==> src/rtl/bcd_digit_sequencer.sv <==
// bcd_digit_sequencer
//   Time-multiplexes one shared combinational 4-bit BCD code converter over
//   an NDIG-digit packed BCD word. A word is accepted on in_valid/in_ready.
//   Digits are driven one per cycle on p/q/r/s, starting with digit0 = [3:0].
//   Each result {a,b,c,d} is captured in the cycle its digit is driven.
//   The assembled word is returned on out_valid/out_ready.
//
//   Optional feature: define BCD_SEQ_ERR_EN to flag any digit > 9 on out_err.
//   The flag is sticky per word and cleared at accept. When the macro is
//   undefined, out_err is tied low.
//
// Ports
//   clk, rst_n          clock (rising edge), synchronous active-low reset
//   in_valid/in_ready   input handshake; in_ready is high only in IDLE
//   in_data             packed BCD word, 4*NDIG bits
//   p,q,r,s             digit to converter (p = MSB)
//   a,b,c,d             converter result (a = MSB)
//   out_valid/out_ready output handshake
//   out_data            converted word, slot i = {a,b,c,d} of digit i
//   out_err             a digit > 9 was seen in this word
module bcd_digit_sequencer #(
  parameter int NDIG = 4
) (
  input  logic              clk,
  input  logic              rst_n,
  input  logic              in_valid,
  output logic              in_ready,
  input  logic [4*NDIG-1:0] in_data,
  output logic              p,
  output logic              q,
  output logic              r,
  output logic              s,
  input  logic              a,
  input  logic              b,
  input  logic              c,
  input  logic              d,
  output logic              out_valid,
  input  logic              out_ready,
  output logic [4*NDIG-1:0] out_data,
  output logic              out_err
);

  localparam int IDXW = (NDIG > 1) ? $clog2(NDIG) : 1;
  localparam logic [IDXW-1:0] LAST_IDX = IDXW'(NDIG - 1);

  typedef enum logic [1:0] {
    IDLE,
    RUN,
    HOLD
  } state_t;

  state_t            state;
  state_t            state_nx;
  logic [IDXW-1:0]   idx;
  logic [4*NDIG-1:0] word;
  logic [3:0]        cur_digit;
  logic [3:0]        conv;

  assign cur_digit = word[4*idx +: 4];
  assign conv      = {a, b, c, d};

  always_ff @(posedge clk) begin
    if (!rst_n) state <= IDLE;
    else        state <= state_nx;
  end

  always_comb begin
    state_nx     = state;
    in_ready     = 1'b0;
    out_valid    = 1'b0;
    {p, q, r, s} = 4'b0000;
    case (state)
      IDLE: begin
        in_ready = 1'b1;
        if (in_valid) state_nx = RUN;
      end
      RUN: begin
        {p, q, r, s} = cur_digit;
        if (idx == LAST_IDX) state_nx = HOLD;
      end
      HOLD: begin
        out_valid = 1'b1;
        if (out_ready) state_nx = IDLE;
      end
      default: state_nx = IDLE;
    endcase
  end

  always_ff @(posedge clk) begin
    if (!rst_n) begin
      idx      <= '0;
      word     <= '0;
      out_data <= '0;
    end else begin
      case (state)
        IDLE: begin
          if (in_valid) begin
            word <= in_data;
            idx  <= '0;
          end
        end
        RUN: begin
          out_data[4*idx +: 4] <= conv;
          // Parking idx at 0 on the final digit keeps it within 0..NDIG-1.
          if (idx == LAST_IDX) idx <= '0;
          else                 idx <= idx + IDXW'(1);
        end
        default: ;
      endcase
    end
  end

`ifdef BCD_SEQ_ERR_EN
  always_ff @(posedge clk) begin
    if (!rst_n) begin
      out_err <= 1'b0;
    end else if (state == IDLE && in_valid) begin
      out_err <= 1'b0;
    end else if (state == RUN && cur_digit > 4'd9) begin
      out_err <= 1'b1;
    end
  end
`else
  assign out_err = 1'b0;
`endif

endmodule

==> config.mk <==
export PLATFORM = sky130hd
export DESIGN_NAME = bcd_digit_sequencer
export DESIGN_NICKNAME = d
export VERILOG_FILES = /design/src/rtl/bcd_digit_sequencer.sv
export SDC_FILE = /design/constraint.sdc
export NUM_CORES = 1
export LEC_CHECK = 0
export CELL_PAD_IN_SITES_DETAIL_PLACEMENT = 0
export CELL_PAD_IN_SITES_GLOBAL_PLACEMENT = 1
export CORE_ASPECT_RATIO = 1.25
export CORE_MARGIN = 4
export CORE_UTILIZATION = 35
export CTS_BUF_LIST = sky130_fd_sc_hd__clkbuf_4 sky130_fd_sc_hd__clkbuf_8
export DETAILED_ROUTE_END_ITERATION = 8
export HOLD_SLACK_MARGIN = 0.12
export PLACE_DENSITY_LB_ADDON = 0.1
export SYNTH_ARGS = -nofsm -noshare
export SYNTH_HDL_FRONTEND = slang
export SYNTH_SLANG_ARGS = --single-unit
==> constraint.sdc <==
create_clock -name clk -period 2.2 [get_ports clk]
set_input_delay 0.55 -clock clk [delete_from_list [all_inputs] [get_ports clk]]
set_output_delay 0.55 -clock clk [all_outputs]
set_load 0.01 [all_outputs]
======== Word level (Yosys, flattened, before mapping) ========
Index checks and enable logic that the tools add are counted.
word-level totals
  bits in registers ....................... 36
  input bits .............................. 24
  output and inout bits ................... 23
  word-level logic and storage cells ...... 34
cells by class
  add/sub/neg operators ................... 2
  eq/ne operators ......................... 6
  shift-type cells ........................ 3
  multiplexer cells ....................... 14
  reduce and logical (&&, ||, !) cells .... 5
operator list
  cell                                                    number
  negation 4 -> 34 bit                                    1
  variable shift 4 x 34 -> 16 bit (first input constant)  1
  variable part select 4 x 34 -> 16 bit                   1
  bitwise mux 16 bit                                      1
  variable part select 16 x 5 -> 4 bit                    1
  two-way mux 2 bit                                       5
  two-way mux 1 bit                                       6
  != test 2 bit (second input constant)                   3
  one-hot mux 2 bit (3 select lines)                      1
  equality test 2 bit (second input constant)             2
  one-hot mux 2 bit (2 select lines)                      1
  AND reduction 2 bit                                     2
  AND reduction 3 bit                                     1
  adder 2 x 1 -> 2 bit (second input constant)            1
  equality test 2 x 1 -> 1 bit (second input constant)    1
  logical NOT 2 bit                                       1
  nonzero test 2 bit                                      1

======== Longest topological paths before layout ========
Gate-level depths: netlist (run 1).
  depth in word-level cells ............... 3
  depth in mapped cells ................... 6
  depth with buffers taken out ............ 5

======== Least setup slack after synthesis (run 1) ========
Ideal clock, no wire load.
  kind .................................... register to output
  start point ............................. register idx[0]
  end point ............................... output p
  arrival ................................. 1.200 ns
  required time ........................... 1.650 ns
  slack ................................... 0.450 ns
  stages on the path, launching flop included .. 4
  path buffers ............................ 1
  cells stage by stage .................... dfxtp_1 buf_2 mux4_2 nor2b_1
on the way
  longest elaborated chain between the ends .. 2
RTL lines
  element                               RTL line  RTL
  from (decl)                           54        logic [IDXW-1:0] idx;
  from (signal assigned)                106       else idx <= idx + IDXW'(1);
  variable part select 16 x 5 -> 4 bit  59        assign cur_digit = word[4*idx +: 4];
  two-way mux 1 bit                     72        case (state)
  to (decl)                             29        output logic p,
Every way passes these cells.

======== Final worst setup path (run 1) ========
Same ends and word-level chain as after synthesis.

==> flow_summary.json, run 1 <==
{
  "status": "finished, final reports clean",
  "finalWirelength_microns": 3444,
  "ys_seq_area_frac": 0.4619,
  "path_depth": 3,
  "final_antenna_net_count": 0,
  "grt_max_degree": 20,
  "drc": 0,
  "gp_congestion": 0.7666,
  "clock_path_buffers": 2,
  "peakVddDrop_mv": 0.3395,
  "cts_buffers": 5,
  "initial_utilization": 0.3718,
  "setup.worst_path.start_class": "register",
  "antenna_cells": 0,
  "post_cts_buffers": 0,
  "drtIter0Drc": 32,
  "design.die.area_sq_um": 5597,
  "die_height_microns": 82.65,
  "row_count": 26,
  "finalSetupViolations": 0,
  "avgViaCountPerCell": 4.809,
  "fin_crit_ns": 2.107,
  "syn_avg_cell_area_sq_um": 9.019,
  "dp_slack_ns": -0.05528,
  "skew_ns": 0.006775,
  "nets": 250,
  "drv_cap": 0,
  "critPathArrivalTime_ns": 1.56,
  "power.density_nw_per_um2": 631.7,
  "ys_ff_latch": 36,
  "finalNonFillerCells": 277,
  "portBuffers": 45,
  "track_usage": 0.1360,
  "yosys_warnings": 0,
  "critPathTopFamily": "multiplexers",
  "dp_hpwl_microns": 2628,
  "synth-simple-area-share": 0.2277,
  "synth_mux_area_frac": 0.05774,
  "core-area_sq_um": 4197,
  "insertion_delay_ns": 0.28,
  "grt_overflow_total": 0,
  "setup_ws_ns": 0.09320,
  "critPathBufInv": 1,
  "clkSinkCount": 36,
  "period_share": 0.9576,
  "root_buffer": "clkbuf_8",
  "hold_violations": 0,
  "crit_start": "idx[0]",
  "path_max_fanout": 6,
  "slowest_delay_ns": 0.49,
  "r2r_cells": 6,
  "holdWs_ns": 0.4572,
  "synth-compound-area-share": 0.1588,
  "dp.cells": 270,
  "grt_pass1_wl_microns": 5589,
  "synthToLayoutAreaGrowth_pct": 38.57,
  "synth_top_area_frac": 0.4619,
  "cts_tree": "yes",
  "syn_inst": 173,
  "syn-cell-area_sq_um": 1560,
  "setup-tns-final_ns": 0,
  "ioPinCount": 47,
  "synth_xor_area_frac": 0,
  "first_pass_iters": 6,
  "synth_cell_type_count": 26,
  "endpoint_kind": "output pin",
  "rsz0062_at_grt": "no",
  "path_clk_slew_ns": 0.07,
  "die_w_microns": 67.72,
  "crit_required_ns": 1.65,
  "synth_top_family_by_area": "simple AND/OR/NAND/NOR gates",
  "slew_violations": 0,
  "finalPower_mw": 1.366,
  "r2r-start": "idx[0]",
  "drive_gt1_frac": 0.1041,
  "antenna_found_initial": 0,
  "yosys.area.top_type": "dfxtp_1",
  "max_freq_mhz": 474.7,
  "cts_max_level": 2,
  "crit_type": "register to output pin",
  "wl_per_cell_microns": 12.43,
  "hp-class": "register to register",
  "critPathSlowestCell": "mux4_2",
  "syn-num-nets": 202,
  "synth_area_leaders": "dfxtp_1 46%, nand2_1 13%, a21boi_0 7.7%",
  "synth_fa_ha_area_frac": 0.04010,
  "leakagePower_nw": 0.8112,
  "holdCritStartpoint": "word[12]",
  "path_cells": "mux4_2, nor2b_1, clkdlybuf4s15_1",
  "via_count": 1332,
  "grt_pass1_vias": 1224,
  "hold_path_depth": 2
}
## path summary, 6_finish.rpt
kind,endpoint,slack [ns]
setup / recovery,p,0.09
hold / removal,word[12],0.46
setup reg to reg,out_data[0],0.56
hold reg to reg,word[12],0.46
## worst min-delay path, cell delays in order, from the launching register on
cell and delay, ns:
dfxtp_1 0.31, nand2_1 0.04, a21boi_0 0.06
## per-layer routing
metal,up-vias,wire length [microns],GRT usage
li1,685,-,-
met1,604,1389,0.1436
met2,39,1766,0.2386
met3,4,218,0.04871
met4,0,69,0.06085
met5,-,0,0
## synth_stat cells (all sizes together)
library cell / count
or3: 1
nor2: 3
o21ai: 1
clkbuf: 5
mux4: 4
ha: 5
nand2b: 1
dfxtp: 36
nand4: 4
and3: 1
a21boi: 17
inv: 3
o21a: 2
nand3: 1
and3b: 4
buf: 7
nor3b: 1
nand2: 52
conb: 1
and2: 1
nor2b: 6
o22ai: 16
or3b: 1
## flip-flops by register name (all words and copies together) (netlist names)
signal and flops:
idx 2, out_data 16, state 2, word 16
## logic make-up (layout without fill, tap and decap cells)
kind of cell | Yosys count | count (layout)
buffers and inverters | 15 | 63
other | 1 | 1
flip-flops | 36 | 36
multiplexers | 4 | 4
adder cells (fa/ha/maj) | 5 | 5
AND/OR/NAND/NOR | 76 | 76
AO/OA/AOI/OAI | 36 | 36
## through the flow
step / util / area [sq um]
after detailed placement: 0.4937 / 2072
after CTS: 0.5167 / 2168
after global routing: 0.5152 / 2162
final: 0.5152 / 2162
after global placement: 0.4937 / 2072
after floorplan: - / 1560
## cells in the final DEF (no fill, tap or decap), types with 4 or more instances in the layout
cell type and instances:
and3b_1 4, ha_1 5, o22ai_1 16, dfxtp_1 35, a21boi_0 16, clkdlybuf4s50_1 41
nand2_1 52, mux4_2 4, clkbuf_8 7, buf_4 8, nor2b_1 6, nand4_1 4
## layout make-up
type / instances / area [sq um]
fillers: 415 / 2034
multi-input cells: 122 / 759.5
flip-flops and latches: 36 / 724.4
repair buffers: 53 / 500.5
clock buffers: 7 / 96.34
well taps: 56 / 70.07
inverters: 3 / 11.26
## where the power goes
group	leakage [nW]	internal (mW)	switching, mW	total [mW]
Combinational	0.467	0.101	0.0822	0.183
Sequential	0.294	0.678	0.0168	0.695
Clock	0.0503	0.278	0.210	0.488
## timing repair
action | in CTS | in global routing
endpoints found under the setup margin | 4 | 4
hold buffers | 0 | 0
hold endpoints to repair | 0 | 0
gates resized for setup | 7 | 5
No activity file was read; power rests on OpenSTA's default activity.
==> run 2, diff against run 1 <==
Settings changed: CORE_UTILIZATION 35 to 34, CTS_BUF_LIST sky130_fd_sc_hd__clkbuf_4 sky130_fd_sc_hd__clkbuf_8 to default.
==> run 2 against run 1 <==
Compared with the run above:
- hold slack better by 0.0037 ns
- sequential cell count unchanged
- combinational power about the same
- utilization down 2.7 points
- setup slack worse by 0.014 ns
- clock power about the same
- sequential share of layout area unchanged
- non-clock buffer count unchanged
- clock skew about the same
- fmax down 0.64%
- critical endpoint is now r
==> flow_summary.json, run 2 (synthesized netlist as in run 1, its figures left out) <==
{
  "status": "finished, final reports clean",
  "grt_pass1_wl_microns": 6244,
  "drive_gt1_frac": 0.1036,
  "critPathArrivalTime_ns": 1.57,
  "cts_max_level": 2,
  "final_cell_mix": "52 x nand2_1, 41 x clkdlybuf4s50_1, 35 x dfxtp_1, 16 x o22ai_1, 16 x a21boi_0",
  "max_freq_mhz": 471.6,
  "setup-tns-final_ns": 0,
  "die_w_microns": 68.59,
  "core-area_sq_um": 4425,
  "portBuffers": 45,
  "clkSinkCount": 36,
  "dp_slack_ns": -0.05386,
  "grt_pass1_vias": 1362,
  "finalPower_mw": 1.368,
  "clock_path_buffers": 2,
  "grt_overflow_total": 0,
  "drc": 0,
  "first_pass_iters": 4,
  "die_height_microns": 83.74,
  "finalSetupViolations": 0,
  "period_share": 0.9638,
  "insertion_delay_ns": 0.29,
  "dp.cells": 272,
  "dp_hpwl_microns": 2776,
  "post_cts_buffers": 0,
  "holdWs_ns": 0.4610,
  "top_regs": "out_data x16, word x16",
  "power.density_nw_per_um2": 632.9,
  "crit_type": "register to output pin",
  "cts_buffers": 5,
  "path_max_fanout": 6,
  "fin_crit_ns": 2.120,
  "regToRegSetupSlack_ns": 0.57,
  "drtIter0Drc": 76,
  "drv_cap": 0,
  "row_count": 27,
  "holdCritStartpoint": "word[14]",
  "finalWirelength_microns": 3682,
  "antenna_found_initial": 0,
  "crit_required_ns": 1.65,
  "hp-class": "register to register",
  "gp_congestion": 0.7434,
  "grt_max_degree": 25,
  "rsz0062_at_grt": "no",
  "avgViaCountPerCell": 4.846,
  "r2r-start": "idx[0]",
  "endpoint_kind": "output pin",
  "nets": 250,
  "ioPinCount": 47,
  "synthToLayoutAreaGrowth_pct": 38.57,
  "crit_start": "idx[0]",
  "setup_ws_ns": 0.07962,
  "track_usage": 0.1417,
  "cts_tree": "yes",
  "via_count": 1357,
  "design.die.area_sq_um": 5744,
  "finalNonFillerCells": 280,
  "slew_violations": 0,
  "wl_per_cell_microns": 13.15,
  "hold_buffers": 0,
  "final_antenna_net_count": 0,
  "setup.worst_path.start_class": "register",
  "path_clk_slew_ns": 0.07,
  "hold_violations": 0,
  "peakVddDrop_mv": 0.3079,
  "antenna_cells": 0,
  "skew_ns": 0.006913,
  "initial_utilization": 0.3526,
  "final_common_cell": "nand2_1",
  "root_buffer": "clkbuf_8",
  "leakagePower_nw": 0.8054
}
## run 2: cell count changes in the layout (fill, tap and decap cells not counted), sizes merged
cell / delta
clkinvlp: +1
## run 2: path summary, 6_finish.rpt
path | endpoint | cells past startpoint
setup / recovery | r | 3
hold / removal | word[14] | 2
setup reg to reg | out_data[0] | 6
hold reg to reg | word[14] | 2
## run 2: layout make-up
class	count	area [sq um]
Sequential cell	36	724.4
Tap cell	58	72.57
Multi-Input combinational cell	122	759.5
Fill cell	443	2263
Timing Repair Buffer	53	500.5
Clock inverter	1	7.507
Inverter	3	11.26
Clock buffer	7	86.33
## run 2: repair_timing
item	in CTS	in global routing
pin swaps	0	0
endpoints found under the setup margin	4	3
resized for setup	9	3
## run 2: critical path, stage by stage, from the launching register on
cell	delay (ns)
dfxtp_4	0.41
mux4_2	0.50
nor2b_1	0.14
clkdlybuf4s15_1	0.24
## run 2: power breakdown
part / leakage (nW) / switching (mW) / internal, mW
Combinational: 0.467 / 0.0839 / 0.101
Sequential: 0.294 / 0.0168 / 0.678
Clock: 0.0445 / 0.235 / 0.254
## run 2: per-layer routing
| layer | vias up | track usage | routed length, microns |
|---|---|---|---|
| met5 | - | 0 | 0 |
| met2 | 35 | 0.2459 | 1893 |
| li1 | 683 | - | - |
| met3 | 7 | 0.04447 | 240 |
| met4 | 0 | 0.05425 | 70 |
| met1 | 632 | 0.1536 | 1478 |
## run 2: metrics by stage
stage / util / area [sq um]
after global routing: 0.4886 / 2162
final: 0.4886 / 2162
after CTS: 0.4905 / 2171
after global placement: 0.4688 / 2074
after detailed placement: 0.4688 / 2074
after floorplan: - / 1560
==> run 3, diff against run 2 <==
Settings changed: RECOVER_POWER from default to 25.
==> run 3 against run 2 <==
Compared with the run above:
- count of clock-buffer cells in the layout unchanged
- clock skew barely moved
- setup slack is essentially flat
- global-route usage unchanged
- critical path depth did not move
- utilization shrank 0.057 points
- largest cell class unchanged
==> flow_summary.json, run 3 (synthesized netlist as in run 1, its figures left out) <==
{
  "final_cell_mix": "52 x nand2_1, 39 x clkdlybuf4s50_1, 35 x dfxtp_1, 16 x o22ai_1, 16 x a21boi_0",
  "post_cts_buffers": 0,
  "seq_power_share": 0.508,
  "setup.worst_path.start_class": "register",
  "hp-class": "register to register",
  "fin_util": 0.4880,
  "finalWirelength_microns": 3681,
  "internal_power_mw": 1.031,
  "die_w_microns": 68.59,
  "wl_met2_microns": 1892,
  "wl_met1_microns": 1478,
  "endpoint_kind": "output pin",
  "slew_violations": 0,
  "initial_utilization": 0.3526,
  "final_common_cell": "nand2_1",
  "antenna_found_initial": 0,
  "drtIter0Drc": 76,
  "wl_per_cell_microns": 13.15,
  "crit_required_ns": 1.65,
  "leakagePower_nw": 0.8046,
  "fin_area_sq_um": 2160,
  "nets": 250,
  "setup-tns-final_ns": 0,
  "avgViaCountPerCell": 4.846,
  "synthToLayoutAreaGrowth_pct": 38.41,
  "drive_gt1_frac": 0.1036,
  "grt_max_degree": 25,
  "die_height_microns": 83.74,
  "dp_hpwl_microns": 2776,
  "rsz0062_at_grt": "no",
  "place_area_sq_um": 2074,
  "antenna_cells": 0,
  "hold_violations": 0,
  "insertion_delay_ns": 0.29,
  "dp.cells": 272,
  "clock_path_buffers": 2,
  "cts_tree": "yes",
  "track_usage": 0.1417,
  "first_pass_iters": 4,
  "critPathArrivalTime_ns": 1.57,
  "fillers": 444,
  "portBuffers": 45,
  "final_antenna_net_count": 0,
  "power.density_nw_per_um2": 633.0,
  "critPathBufInv": 1,
  "via_count": 1357,
  "top_regs": "out_data x16, word x16",
  "finalPower_mw": 1.367,
  "dp_slack_ns": -0.05386,
  "grt_overflow_total": 0,
  "row_count": 27,
  "crit_type": "register to output pin",
  "peakVddDrop_mv": 0.3079,
  "ioPinCount": 47,
  "period_share": 0.9640,
  "power.switching_uw": 335.9,
  "drv_cap": 0,
  "wl_met3_microns": 240,
  "drc": 0,
  "fin_crit_ns": 2.121,
  "clkSinkCount": 36,
  "skew_ns": 0.007246,
  "critPathSlowestCell": "mux4_2",
  "path_max_fanout": 6,
  "design.die.area_sq_um": 5744,
  "slowest_delay_ns": 0.50,
  "swShare": 0.2457,
  "clkPwrFrac": 0.358,
  "routed.top_layer": "met4",
  "grt_pass1_wl_microns": 6244,
  "root_buffer": "clkbuf_8",
  "hold_buffers": 0,
  "path_clk_slew_ns": 0.07,
  "finalNonFillerCells": 280,
  "pwr-share-comb": 0.134,
  "finalSetupViolations": 0,
  "path_cells": "mux4_2, nor2b_1, clkdlybuf4s15_1",
  "critPathTopFamily": "multiplexers",
  "holdWs_ns": 0.4610,
  "status": "finished, final reports clean",
  "setup_ws_ns": 0.07922,
  "gp_congestion": 0.7434,
  "max_freq_mhz": 471.5,
  "core-area_sq_um": 4425,
  "cts_max_level": 2,
  "cts_buffers": 5,
  "grt_pass1_vias": 1362
}
run 3: layout make-up:
cell class	count	area (sq um)	area share
clock buffer	7	86.33	0.03998
clock inverter	1	7.507	0.003476
inverter	3	11.26	0.005214
multi-input combinational	122	759.5	0.3517
sequential	36	724.4	0.3355
tap	58	72.57	0.03360
timing repair buffer	53	498.0	0.2306
run 3: tightest hold or removal path: stages, from the launching register on:
cell and delay [ns]:
dfxtp_1 0.31, nand2_1 0.05, a21boi_0 0.06
run 3: layer usage:
layer / up-vias / track usage
met5: - / 0
met4: 0 / 0.05425
met3: 7 / 0.04447
met2: 35 / 0.2459
met1: 632 / 0.1536
li1: 683 / -
run 3: power groups by stage:
stage          Combinational [mW]  Clock (mW)  Sequential, mW
2_1_floorplan               0.106           0           0.705
3_3_place_gp                0.185           0           0.710
3_5_place_dp                0.189           0           0.710
4_1_cts                     0.188       0.508           0.695
5_1_grt                     0.202       0.539           0.699
6_report                    0.183       0.490           0.694
run 3: final timing paths:
kind / start / end / slack [ns] / cells after the start
min: word[14] / word[14] / 0.46 / 2
max: idx[0] / r / 0.08 / 3
max reg2reg: idx[0] / out_data[0] / 0.57 / 6
min reg2reg: word[14] / word[14] / 0.46 / 2
run 3: timing repair:
| item | CTS | global route |
|---|---|---|
| hold endpoints to repair | 0 | 0 |
| setup endpoints to repair | 4 | 3 |
| gates resized for setup | 9 | 3 |
